`config.mk`:
```
export PLATFORM = sky130hd
export DESIGN_NAME = spi_write_master_flat
export DESIGN_NICKNAME = d
export VERILOG_FILES = /design/src/rtl/spi_write_master_if.sv /design/src/rtl/spi_write_master.sv /design/src/flat_wrapper.sv
export SDC_FILE = /design/constraint.sdc
export NUM_CORES = 1
export LEC_CHECK = 0
export CAP_MARGIN = 10
export CORE_ASPECT_RATIO = 0.6
export CORE_MARGIN = 2
export CORE_UTILIZATION = 57
export DETAILED_ROUTE_END_ITERATION = 10
export PLACE_DENSITY = 0.85
export SETUP_SLACK_MARGIN = 0.05
export SLEW_MARGIN = 40
export SYNTH_ARGS = -nofsm -noshare
export SYNTH_HDL_FRONTEND = slang
export SYNTH_SLANG_ARGS = --single-unit
export TNS_END_PERCENT = 100
```
`constraint.sdc`:
```
create_clock -name clk -period 6.19 [get_ports clk]
set_input_delay 1.238 -clock clk [delete_from_list [all_inputs] [get_ports clk]]
set_output_delay 1.238 -clock clk [all_outputs]
set_load 0.02 [all_outputs]
```
`src/rtl/spi_write_master_if.sv`:
```
// spi_write_master_if: write-request handshake between control logic and the SPI write master.
interface spi_write_master_if;
    logic        req_valid;
    logic        req_ready;
    logic [7:0]  req_cmd;
    logic [23:0] req_addr;
    logic [31:0] req_data;
    modport master (output req_valid, req_cmd, req_addr, req_data, input req_ready);
    modport slave  (input req_valid, req_cmd, req_addr, req_data, output req_ready);
endinterface

```
`src/rtl/spi_write_master.sv`:
```
// spi_write_master: serialises one {cmd,addr,data} write as a 64-bit MSB-first SPI mode-0 frame.
module spi_write_master #(
    parameter int CLK_DIV = 2
) (
    input  logic                clk,
    input  logic                rst,
    spi_write_master_if.slave   req,
    output logic                busy,
    output logic                done,
    output logic                sck,
    output logic                cs,
    output logic                copi
);
    localparam int HW = $clog2(CLK_DIV) + 1;
    localparam logic [HW-1:0] HMAX = HW'(CLK_DIV - 1);
    typedef enum logic [1:0] {IDLE, SHIFT, TRAIL, GAP} state_t;
    state_t        state_q;
    logic [63:0]   sr_q;
    logic [HW-1:0] hcnt_q;
    logic [6:0]    bcnt_q;
    logic          sck_q, cs_q, busy_q, done_q, ready_q;
    logic          last;
    assign last = hcnt_q == HMAX;
    always_ff @(posedge clk or posedge rst) begin
        if (rst) begin
            state_q <= IDLE;
            sr_q    <= '0;
            hcnt_q  <= '0;
            bcnt_q  <= '0;
            sck_q   <= 1'b0;
            cs_q    <= 1'b1;
            busy_q  <= 1'b0;
            done_q  <= 1'b0;
            ready_q <= 1'b1;
        end else begin
            done_q <= 1'b0;
            case (state_q)
                IDLE: if (req.req_valid && ready_q) begin
                    sr_q    <= {req.req_cmd, req.req_addr, req.req_data};
                    cs_q    <= 1'b0;
                    busy_q  <= 1'b1;
                    ready_q <= 1'b0;
                    hcnt_q  <= '0;
                    bcnt_q  <= '0;
                    state_q <= SHIFT;
                end
                SHIFT: if (last) begin
                    hcnt_q <= '0;
                    sck_q  <= ~sck_q;
                    // falling edge: advance to the next bit; bit 0 stays on copi through TRAIL
                    if (sck_q) begin
                        bcnt_q <= bcnt_q + 7'd1;
                        if (bcnt_q == 7'd63) state_q <= TRAIL;
                        else sr_q <= {sr_q[62:0], 1'b0};
                    end
                end else hcnt_q <= hcnt_q + 1'b1;
                TRAIL: if (last) begin
                    hcnt_q  <= '0;
                    cs_q    <= 1'b1;
                    sr_q    <= '0;
                    state_q <= GAP;
                end else hcnt_q <= hcnt_q + 1'b1;
                GAP: if (last) begin
                    hcnt_q  <= '0;
                    done_q  <= 1'b1;
                    busy_q  <= 1'b0;
                    ready_q <= 1'b1;
                    state_q <= IDLE;
                end else hcnt_q <= hcnt_q + 1'b1;
                default: state_q <= IDLE;
            endcase
        end
    end
    assign req.req_ready = ready_q;
    assign busy = busy_q;
    assign done = done_q;
    assign sck  = sck_q;
    assign cs   = cs_q;
    assign copi = sr_q[63];
endmodule

```
`src/flat_wrapper.sv`:
```
// flat-port wrapper written by rule: the top's interface ports become plain ports
module spi_write_master_flat 
#(
    parameter int CLK_DIV = 2
)
  (clk, rst, busy, done, sck, cs, copi, req_req_valid, req_req_cmd, req_req_addr, req_req_data, req_req_ready);
  spi_write_master_if req_i ();
  input  logic clk;
  input  logic rst;
  output logic busy;
  output logic done;
  output logic sck;
  output logic cs;
  output logic copi;
  input wire logic [$bits(req_i.req_valid)-1:0] req_req_valid;
  input wire logic [$bits(req_i.req_cmd)-1:0] req_req_cmd;
  input wire logic [$bits(req_i.req_addr)-1:0] req_req_addr;
  input wire logic [$bits(req_i.req_data)-1:0] req_req_data;
  output wire logic [$bits(req_i.req_ready)-1:0] req_req_ready;
  assign req_i.req_valid = req_req_valid;
  assign req_i.req_cmd = req_req_cmd;
  assign req_i.req_addr = req_req_addr;
  assign req_i.req_data = req_req_data;
  assign req_req_ready = req_i.req_ready;
  spi_write_master #(.CLK_DIV(CLK_DIV)) u_core (.clk(clk), .rst(rst), .req(req_i), .busy(busy), .done(done), .sck(sck), .cs(cs), .copi(copi));
endmodule
```
Word-level counts from Yosys, hierarchy flattened
Index checks and enable logic that the tools add are counted.
{"block": "word_totals", "regBits": 80, "in_bits": 67, "output_inout_bits": 6}
{"block": "classes", "addsub": 2, "n_eq_ne": 12, "mux": 29, "bitwise": 1, "n_reduce_logical": 13}
{"op": "$mux 64", "count": 5}
{"op": "$pmux 64 s3", "count": 1}
{"op": "$mux 7", "count": 3}
{"op": "$mux 2", "count": 8}
{"op": "$pmux 7 s2", "count": 1}
{"op": "$ne 2x1->1 const B", "count": 6}
{"op": "$reduce_and 6->1", "count": 2}
{"op": "$pmux 2 s4", "count": 1}
{"op": "$add 7x1->7 const B", "count": 1}
{"op": "$eq 7x6->1 const B", "count": 1}
{"op": "$mux 1", "count": 6}
{"op": "$pmux 1 s2", "count": 3}
{"op": "$reduce_and 3->1", "count": 2}
{"op": "$reduce_bool 2->1", "count": 3}
{"op": "$eq 2x1->1 const B", "count": 2}
{"op": "$eq 2x2->1 const B", "count": 2}
{"op": "$pmux 2 s2", "count": 1}
{"op": "$reduce_and 4->1", "count": 1}
{"op": "$reduce_bool 3->1", "count": 1}
{"op": "$reduce_or 3->1", "count": 1}
{"op": "$add 2x1->2 const B", "count": 1}
{"op": "$logic_not 2->1", "count": 1}
{"op": "$ne 2x2->1 const B", "count": 1}
{"op": "$reduce_and 2->1", "count": 1}
{"op": "2 further kinds", "count": 2}

Depth between registers and ports, before layout
Gate-level depths: netlist of run 1.
{"block": "logic_depth", "word_depth": 5, "depth_mapped": 9}

Least setup slack after synthesis of run 1
No wires, ideal clock.
{"block": "synth_timing", "path_type": "input -> register", "startpoint": "input port req_req_valid", "endpoint": "register u_core.sr_q[25]", "arrival_ps": 2242, "setup_slack_ps": 3824, "path_stages": 5, "n_path_buf": 1, "cell_sequence": "a21boi_2 a21oi_2 nand3_4 buf_6 mux2_2"}
{"block": "synth_between", "elab_chain_len": 3}
{"item": "start, declared", "line_no": "flat_wrapper.sv:15", "source": "input wire logic [$bits(req_i.req_valid)-1:0] req_req_valid;"}
{"item": "$logic_and 1x1->1", "line_no": "spi_write_master.sv:38", "source": "IDLE: if (req.req_valid && ready_q) begin"}
{"item": "$ne 2x1->1 (no line)"}
{"item": "$reduce_and 6->1 (no line)"}
{"item": "end signal, assigned", "line_no": "spi_write_master.sv:39", "source": "sr_q <= {req.req_cmd, req.req_addr, req.req_data};"}
{"item": "end signal, assigned", "line_no": "spi_write_master.sv:54", "source": "else sr_q <= {sr_q[62:0], 1'b0};"}
{"item": "end, declared", "line_no": "spi_write_master.sv:18", "source": "logic [63:0] sr_q;"}
Every way passes these cells.
A chain may end at the register's enable or synchronous reset.

Worst setup path in the final report of run 1
{"block": "layout_timing", "startpoint": "input port req_req_valid", "endpoint": "register u_core.sr_q[27]"}
The elaborated chain is that of the path after synthesis.

==> impl_metrics.csv, run 1 <==
group,metric,value,unit
run_status,outcome,"complete, no violations",
power,p_sw,230,uW
timing,highest_clock_rate,336,MHz
placement,numPortBuffers,72,
timing,finalSetupViolCount,0,
setup_path,worstSetupEndpointType,"register",
setup_path,r2r_setup_slack,3250,ps
timing,timing.max_slew.rel_slack,52.5,%
power,ir_drop,0.000134,V
setup_path,reg2reg_to,"u_core.sr_q[27]$_DFFE_PP0P_",
logic_synthesis,async_flop_share,100,%
route,wl_per_cell,15.2,um
placement,finalWeightedCongestion,0.843,
finish,num-nets-final,564,
clocking,cts.root.buffer_cell,"sky130_fd_sc_hd__clkbuf_16",
global_route,grt_first_pass_wirelength,15100,um
logic_synthesis,yosys.cell_types.count,36,
timing,skew,4.85,ps
power,p_int,939,uW
power,power_per_cell_area,222,nW/um2
die,std_cell_rows,24,
setup_path,required_time_of_the_critical_path,6410,ps
route,via_count,3202,
die,die_area,8030,um2
power,combPwrFrac,5.3,%
setup_path,r2r-start,"u_core.state_q[1]$_DFFE_PP0P_",
clocking,cts_made_buffers,9,
logic_synthesis,synth_seq_cells,80,
min_path,whs_path_depth,1,
route,detailedRoute.firstIterationViolations,239,
timing,final_critical_path_required_period,2980,ps
min_path,min_from,"u_core.sr_q[40]$_DFFE_PP0P_",
route,detailedRoute.firstPassIterationCount,4,
logic_synthesis,ys_warn_count,0,
route,number_of_nets_still_failing_antenna_checks_after_routing,0,
clocking,clock_sinks,80,
clocking,clkLatencyLatePin,330,ps
timing,fin_tns_setup,0,ps
setup_path,critical_path_arrival,3200,ps
global_route,number_of_global_route_vias_before_repair,3250,
finish,drive_gt1_share,18.8,%
power,clockPowerShare,49.9,%
timing,timing.hold.ws,504,ps
power,seq_power_share,44.8,%
job,timing.max_cap.violations,0,
setup_path,worstRegToRegCells,8,
global_route,grt.total_usage,23.8,%
timing,rsz0062_at_grt,"false",
setup_path,critPathLaunchType,"input pin",
placement,dp_hpwl,5460,um
die,boundaryPins,73,
timing,finalHoldViolations,0,
finish,ff_latch_area,2000,um2
die,core_area,7180,um2
clocking,clk_transition_reported_paths,60,ps
die,initial_utilization,58.1,%
logic_synthesis,seq_area_frac_synth,48.1,%
timing,finalCritPeriodShare,48.1,%
power,power_leakage,2.61,nW
clocking,holdBufCountCts,0,
power,p_sw_share,19.7,%
global_route,grt_ovf,0,
min_path,worstHoldEndpoint,"u_core.sr_q[40]$_DFFE_PP0P_",
logic_synthesis,syn_inst,429,
finish,n_antenna_cell,0,
route,detail_route.wirelength,8950,um
die,dieWidth,114,um
logic_synthesis,dominant_synthesized_flop_cell,"sky130_fd_sc_hd__dfrtp_1",
logic_synthesis,synth_fp_nets,502,
clocking,maximum_buffer_depth_of_the_clock_tree,2,
finish,area_growth_from_synthesis_to_final_layout,26.0,%
global_route,antenna_found_initial,0,
finish,postLayoutCoreUtil,73.2,%
route,routed_via_density,5.45,
setup_path,worst-setup-path-type,"input pin to register",
logic_synthesis,synthesis.area_per_instance,9.72,um2
clocking,cts_tree,"yes",
clocking,cts_setup_buffers,0,
timing,slew_violations,0,
route,route.detailed.drc,0,
clocking,resized_cells_post_cts,0,
finish,multiInputGateArea,1770,um2
die,fp.dieH,70.2,um
logic_synthesis,synth_edf_count,0,
setup_path,crit_fanout,41,
timing,finalWorstSetupSlack,3210,ps
global_route,grt_start_max_net_pins,99,
timing,max_slew.worst_pin.slew,713,ps
finish,fillers,497,
min_path,worst_hold_path_type,"register to register",
placement,placement_setup_slack,2610,ps
power,totalPowerFinal,1.17,mW
logic_synthesis,synthesis.area,4170,um2
clocking,h_tree_levels,3,
-- sequential cells by signal (all words and copies together) (netlist names) --
register / count
u_core.bcnt_q: 7
u_core.busy: 1
u_core.cs: 1
u_core.done: 1
u_core.hcnt_q: 2
u_core.req.req_ready: 1
u_core.sck: 1
u_core.sr_q: 64
u_core.state_q: 2
-- stage by stage --
step	instances	area, um2
floorplan	429	4170
global placement	570	4890
detailed placement	570	4890
CTS	586	5230
finish	587	5250
global route	587	5250
-- cells in the final DEF (no fill, tap or decap), types with 2 or more instances in the layout --
master                            synthesis  routed
sky130_fd_sc_hd__bufinv_16                0       2
sky130_fd_sc_hd__clkdlybuf4s50_1          0      72
sky130_fd_sc_hd__inv_1                   68      67
sky130_fd_sc_hd__nand3_1                 34      34
sky130_fd_sc_hd__dfrtp_1                 78      78
sky130_fd_sc_hd__a211oi_1                 2       2
sky130_fd_sc_hd__dfstp_2                  2       2
sky130_fd_sc_hd__or4_1                    2       2
sky130_fd_sc_hd__clkbuf_16                0       9
sky130_fd_sc_hd__mux2_2                  65      65
sky130_fd_sc_hd__clkbuf_8                 0       2
sky130_fd_sc_hd__nand2b_1                 2       2
sky130_fd_sc_hd__nand2_1                 41      41
sky130_fd_sc_hd__o31ai_1                  3       3
sky130_fd_sc_hd__o21ai_0                 68      68
sky130_fd_sc_hd__a21oi_1                  5       5
sky130_fd_sc_hd__xnor2_1                  2       2
sky130_fd_sc_hd__ha_1                     6       5
sky130_fd_sc_hd__nor2_1                   8       8
sky130_fd_sc_hd__buf_6                    6       2
-- cell usage after synthesis, types with 2 or more instances --
cell,n,area share (%)
sky130_fd_sc_hd__dfrtp_1,78,47
sky130_fd_sc_hd__inv_1,68,6.1
sky130_fd_sc_hd__o21ai_0,68,8.2
sky130_fd_sc_hd__mux2_2,65,18
sky130_fd_sc_hd__nand2_1,41,3.7
sky130_fd_sc_hd__nand3_1,34,4.1
sky130_fd_sc_hd__clkbuf_1,15,1.4
sky130_fd_sc_hd__nor2_1,8,0.72
sky130_fd_sc_hd__buf_6,6,1.6
sky130_fd_sc_hd__ha_1,6,1.8
sky130_fd_sc_hd__a21oi_1,5,0.60
sky130_fd_sc_hd__buf_1,4,0.36
sky130_fd_sc_hd__o31ai_1,3,0.54
sky130_fd_sc_hd__a211oi_1,2,0.36
sky130_fd_sc_hd__dfstp_2,2,1.3
sky130_fd_sc_hd__nand2b_1,2,0.30
sky130_fd_sc_hd__or4_1,2,0.36
sky130_fd_sc_hd__xnor2_1,2,0.42
-- power groups by stage --
stage          Combinational (mW)  Clock (mW)  Sequential (mW)
2_1_floorplan              0.0139           0            0.533
6_report                   0.0618       0.584            0.523
5_1_grt                    0.0686       0.615            0.523
3_3_place_gp               0.0616           0            0.533
4_1_cts                    0.0629       0.590            0.523
3_5_place_dp               0.0620           0            0.533
-- layout make-up --
| type | count | area share (%) |
|---|---|---|
| repair buffers | 76 | 14.7 |
| well taps | 91 | 2.17 |
| clock buffers | 12 | 4.88 |
| clock inverters | 4 | 1.45 |
| multi-input cells | 256 | 33.8 |
| inverters | 68 | 4.88 |
| flip-flops and latches | 80 | 38.2 |
-- how the worst max path moves through the flow --
| stage | from | end | slack [ps] | cells past startpoint |
|---|---|---|---|---|
| floorplan | rst | u_core.bcnt_q[0]$_DFFE_PP0P_ | 2900 | 1 |
| global placement | req_req_valid | u_core.sr_q[31]$_DFFE_PP0P_ | 2670 | 5 |
| detailed placement | req_req_valid | u_core.sr_q[31]$_DFFE_PP0P_ | 2610 | 5 |
| CTS | req_req_valid | u_core.sr_q[31]$_DFFE_PP0P_ | 2970 | 5 |
| global route | u_core.state_q[1]$_DFFE_PP0P_ | u_core.sr_q[36]$_DFFE_PP0P_ | 3070 | 8 |
| finish | req_req_valid | u_core.sr_q[27]$_DFFE_PP0P_ | 3210 | 6 |
-- metal layers --
layer | vias to the layer above | GRT usage (%) | share of wire, %
met3 | 13 | 5.82 | 5.6
li1 | 1544 | - | -
met5 | - | 0 | 0
met1 | 1553 | 33.2 | 46
met4 | 0 | 6.78 | 1.2
met2 | 92 | 37.3 | 47
-- critical path, cell delays in order --
cell                              delay (ps)
sky130_fd_sc_hd__clkdlybuf4s50_1         460
sky130_fd_sc_hd__a21boi_2                360
sky130_fd_sc_hd__a21oi_2                 120
sky130_fd_sc_hd__nand3_4                 330
sky130_fd_sc_hd__buf_12                  280
sky130_fd_sc_hd__mux2_2                  370
-- cells by family (layout without fill, tap and decap cells) --
logic type               Yosys count  count (layout)  synth area share (%)
AND/OR/NAND/NOR                   95              95                  10.9
XOR/XNOR                           3               3                 0.631
buffers and inverters             93             160                  9.46
multiplexers                      67              67                  18.1
adder cells (fa/ha/maj)            6               6                  1.80
flip-flops                        80              80                  48.1
AO/OA/AOI/OAI                     85              85                  11.1
Power figures use the tool's default switching activity.
==> run 2, diff against run 1 <==
Settings changed: CORE_UTILIZATION 57 to 53, PLACE_DENSITY 0.85 to 0.8.
Clock period 6.19 ns to 2.84 ns, I/O delays scaled along.
==> run 2 against run 1 <==
  * Register-to-register slack got worse by 2800 ps
  * Clock skew increased by 2.7 ps
  * Sequential power increased by 120%
  * Core utilization decreased by 2.6 points
  * Largest power group is now registers
==> impl_metrics.csv, run 2 (same netlist as run 1, synthesis figures left out) <==
group,metric,value,unit
timing,finalWorstSetupSlack,477,ps
power,power_per_cell_area,460,nW/um2
setup_path,r2r_setup_slack,480,ps
timing,rsz0062_at_grt,"false",
power,seq_power_share,47.1,%
setup_path,critical_path.startpoint,"u_core.state_q[1]$_DFFE_PP0P_",
global_route,antenna_found_initial,0,
setup_path,crit_fanout,40,
route,detailedRoute.firstIterationViolations,244,
route,route.detailed.drc,0,
die,boundaryPins,73,
die,core_area,7450,um2
timing,finalSetupViolCount,0,
global_route,grt_first_pass_wirelength,15500,um
clocking,maximum_buffer_depth_of_the_clock_tree,2,
setup_path,critical_path_arrival,2620,ps
global_route,grt.total_usage,22.8,%
power,power_leakage,2.61,nW
power,p_sw_share,20.1,%
route,detail_route.wirelength,9070,um
die,dieWidth,118,um
finish,drive_gt1_share,18.8,%
clocking,resized_cells_post_cts,0,
finish,final_area,5260,um2
clocking,clkLatencyLatePin,330,ps
power,combPwrFrac,5.8,%
finish,layout_commonest_cell,"sky130_fd_sc_hd__dfrtp_1",
min_path,min_from,"u_core.req.req_ready$_DFFE_PP1P_",
clocking,cts_tree,"yes",
placement,numPortBuffers,72,
die,fp.dieH,72.7,um
power,p_int,1.93,mW
setup_path,required_time_of_the_critical_path,3100,ps
setup_path,r2r-start,"u_core.state_q[1]$_DFFE_PP0P_",
finish,num-nets-final,567,
clocking,clk_transition_reported_paths,60,ps
timing,highest_clock_rate,423,MHz
placement,finalWeightedCongestion,0.814,
clocking,clock_sinks,80,
run_status,outcome,"complete, no violations",
global_route,grt_start_max_net_pins,98,
finish,largest_reg_by_ff_count,"u_core.sr_q",
finish,finalNonFillerCells,603,
power,clockPowerShare,47.1,%
finish,layout.cells.most_common_list,"78 x sky130_fd_sc_hd__dfrtp_1, 72 x sky130_fd_sc_hd__clkdlybuf4s50_1, 68 x sky130_fd_sc_hd__o21ai_0",
timing,max_slew.worst_pin.slew,731,ps
power,ir_drop,0.000447,V
clocking,cts.root.buffer_cell,"sky130_fd_sc_hd__clkbuf_16",
placement,placement_setup_slack,414,ps
route,routed_via_density,5.19,
route,detailedRoute.firstPassIterationCount,5,
timing,final_critical_path_required_period,2360,ps
placement,post-place-cells,587,
timing,skew,7.58,ps
job,timing.max_cap.violations,0,
global_route,number_of_global_route_vias_before_repair,3241,
die,die_area,8610,um2
clocking,cts_setup_buffers,0,
setup_path,worst-setup-path-type,"register to register",
min_path,worst_hold_path_type,"register to register",
placement,dpl_cell_area,4960,um2
setup_path,worstSetupEndpointType,"register",
finish,biggestRegsByFlops,"u_core.sr_q: 64 flops, u_core.bcnt_q: 7 flops",
route,number_of_nets_still_failing_antenna_checks_after_routing,0,
clocking,holdBufCountCts,0,
timing,slew_violations,0,
route,via_count,3127,
setup_path,critPathLaunchType,"register",
timing,timing.hold.ws,491,ps
clocking,cts_made_buffers,9,
power,totalPowerFinal,2.42,mW
finish,postLayoutCoreUtil,70.6,%
die,std_cell_rows,24,
finish,largest_register_ff_count,64,
finish,n_antenna_cell,0,
die,initial_utilization,56.0,%
timing,finalHoldViolations,0,
finish,area_growth_from_synthesis_to_final_layout,26.2,%
placement,dp_hpwl,6210,um
clocking,h_tree_levels,3,
global_route,grt_ovf,0,
timing,fin_tns_setup,0,ps
power,p_sw,486,uW
timing,finalCritPeriodShare,83.2,%
route,wl_per_cell,15.0,um
timing,timing.max_slew.rel_slack,51.2,%
==> run 2: changes by cell type in the layout (fill, tap and decap cells not counted) <==
cell                        delta
sky130_fd_sc_hd__buf_4         +3
sky130_fd_sc_hd__clkbuf_8      -1
sky130_fd_sc_hd__buf_6         -1
sky130_fd_sc_hd__clkbuf_1      +2
sky130_fd_sc_hd__buf_12        +1
sky130_fd_sc_hd__bufinv_16     -1
sky130_fd_sc_hd__clkinv_4      -1
sky130_fd_sc_hd__clkinv_2      +1
==> run 2: power by group through the flow <==
stage	clock (mW)	sequential, mW	combinational, mW
after global routing	1.21	1.14	0.155
final	1.14	1.14	0.140
after CTS	1.16	1.14	0.142
after global placement	0	1.16	0.141
after floorplan	0	1.16	0.0304
after detailed placement	0	1.16	0.141
==> run 2: path summary, 6_finish.rpt <==
| kind | end | cells past startpoint |
|---|---|---|
| worst max-delay path | u_core.bcnt_q[5]$_DFFE_PP0P_ | 7 |
| worst min register to register | u_core.req.req_ready$_DFFE_PP1P_ | 2 |
| max in group asynchronous | u_core.sr_q[27]$_DFFE_PP0P_ | 3 |
| worst max register to register | u_core.bcnt_q[5]$_DFFE_PP0P_ | 7 |
| worst min-delay path | u_core.req.req_ready$_DFFE_PP1P_ | 2 |
| min in group asynchronous | u_core.sr_q[23]$_DFFE_PP0P_ | 2 |
==> run 2: cell type report <==
cell class                      instances  area [um2]
Timing Repair Buffer                   79         802
Sequential cell                        80        2000
Inverter                               68         256
Tap cell                              104         130
Clock buffer                           13         250
Clock inverter                          3        42.5
Fill cell                             591        2190
Multi-Input combinational cell        256        1770
==> run 2: worst max-delay path, cell delays in order, from the launching register on <==
cell	delay [ps]
sky130_fd_sc_hd__dfrtp_1	410
sky130_fd_sc_hd__inv_1	120
sky130_fd_sc_hd__ha_1	180
sky130_fd_sc_hd__buf_4	380
sky130_fd_sc_hd__nand4b_1	210
sky130_fd_sc_hd__a21o_1	290
sky130_fd_sc_hd__or4_1	520
sky130_fd_sc_hd__a21oi_1	160
==> run 2: per-layer routing <==
layer | track usage [%] | vias up | wire [um]
met4 | 6.08 | 0 | 72
li1 | - | 1553 | -
met5 | 0 | - | 0
met2 | 35.5 | 93 | 4230
met1 | 31.6 | 1473 | 4170
met3 | 7.11 | 8 | 598
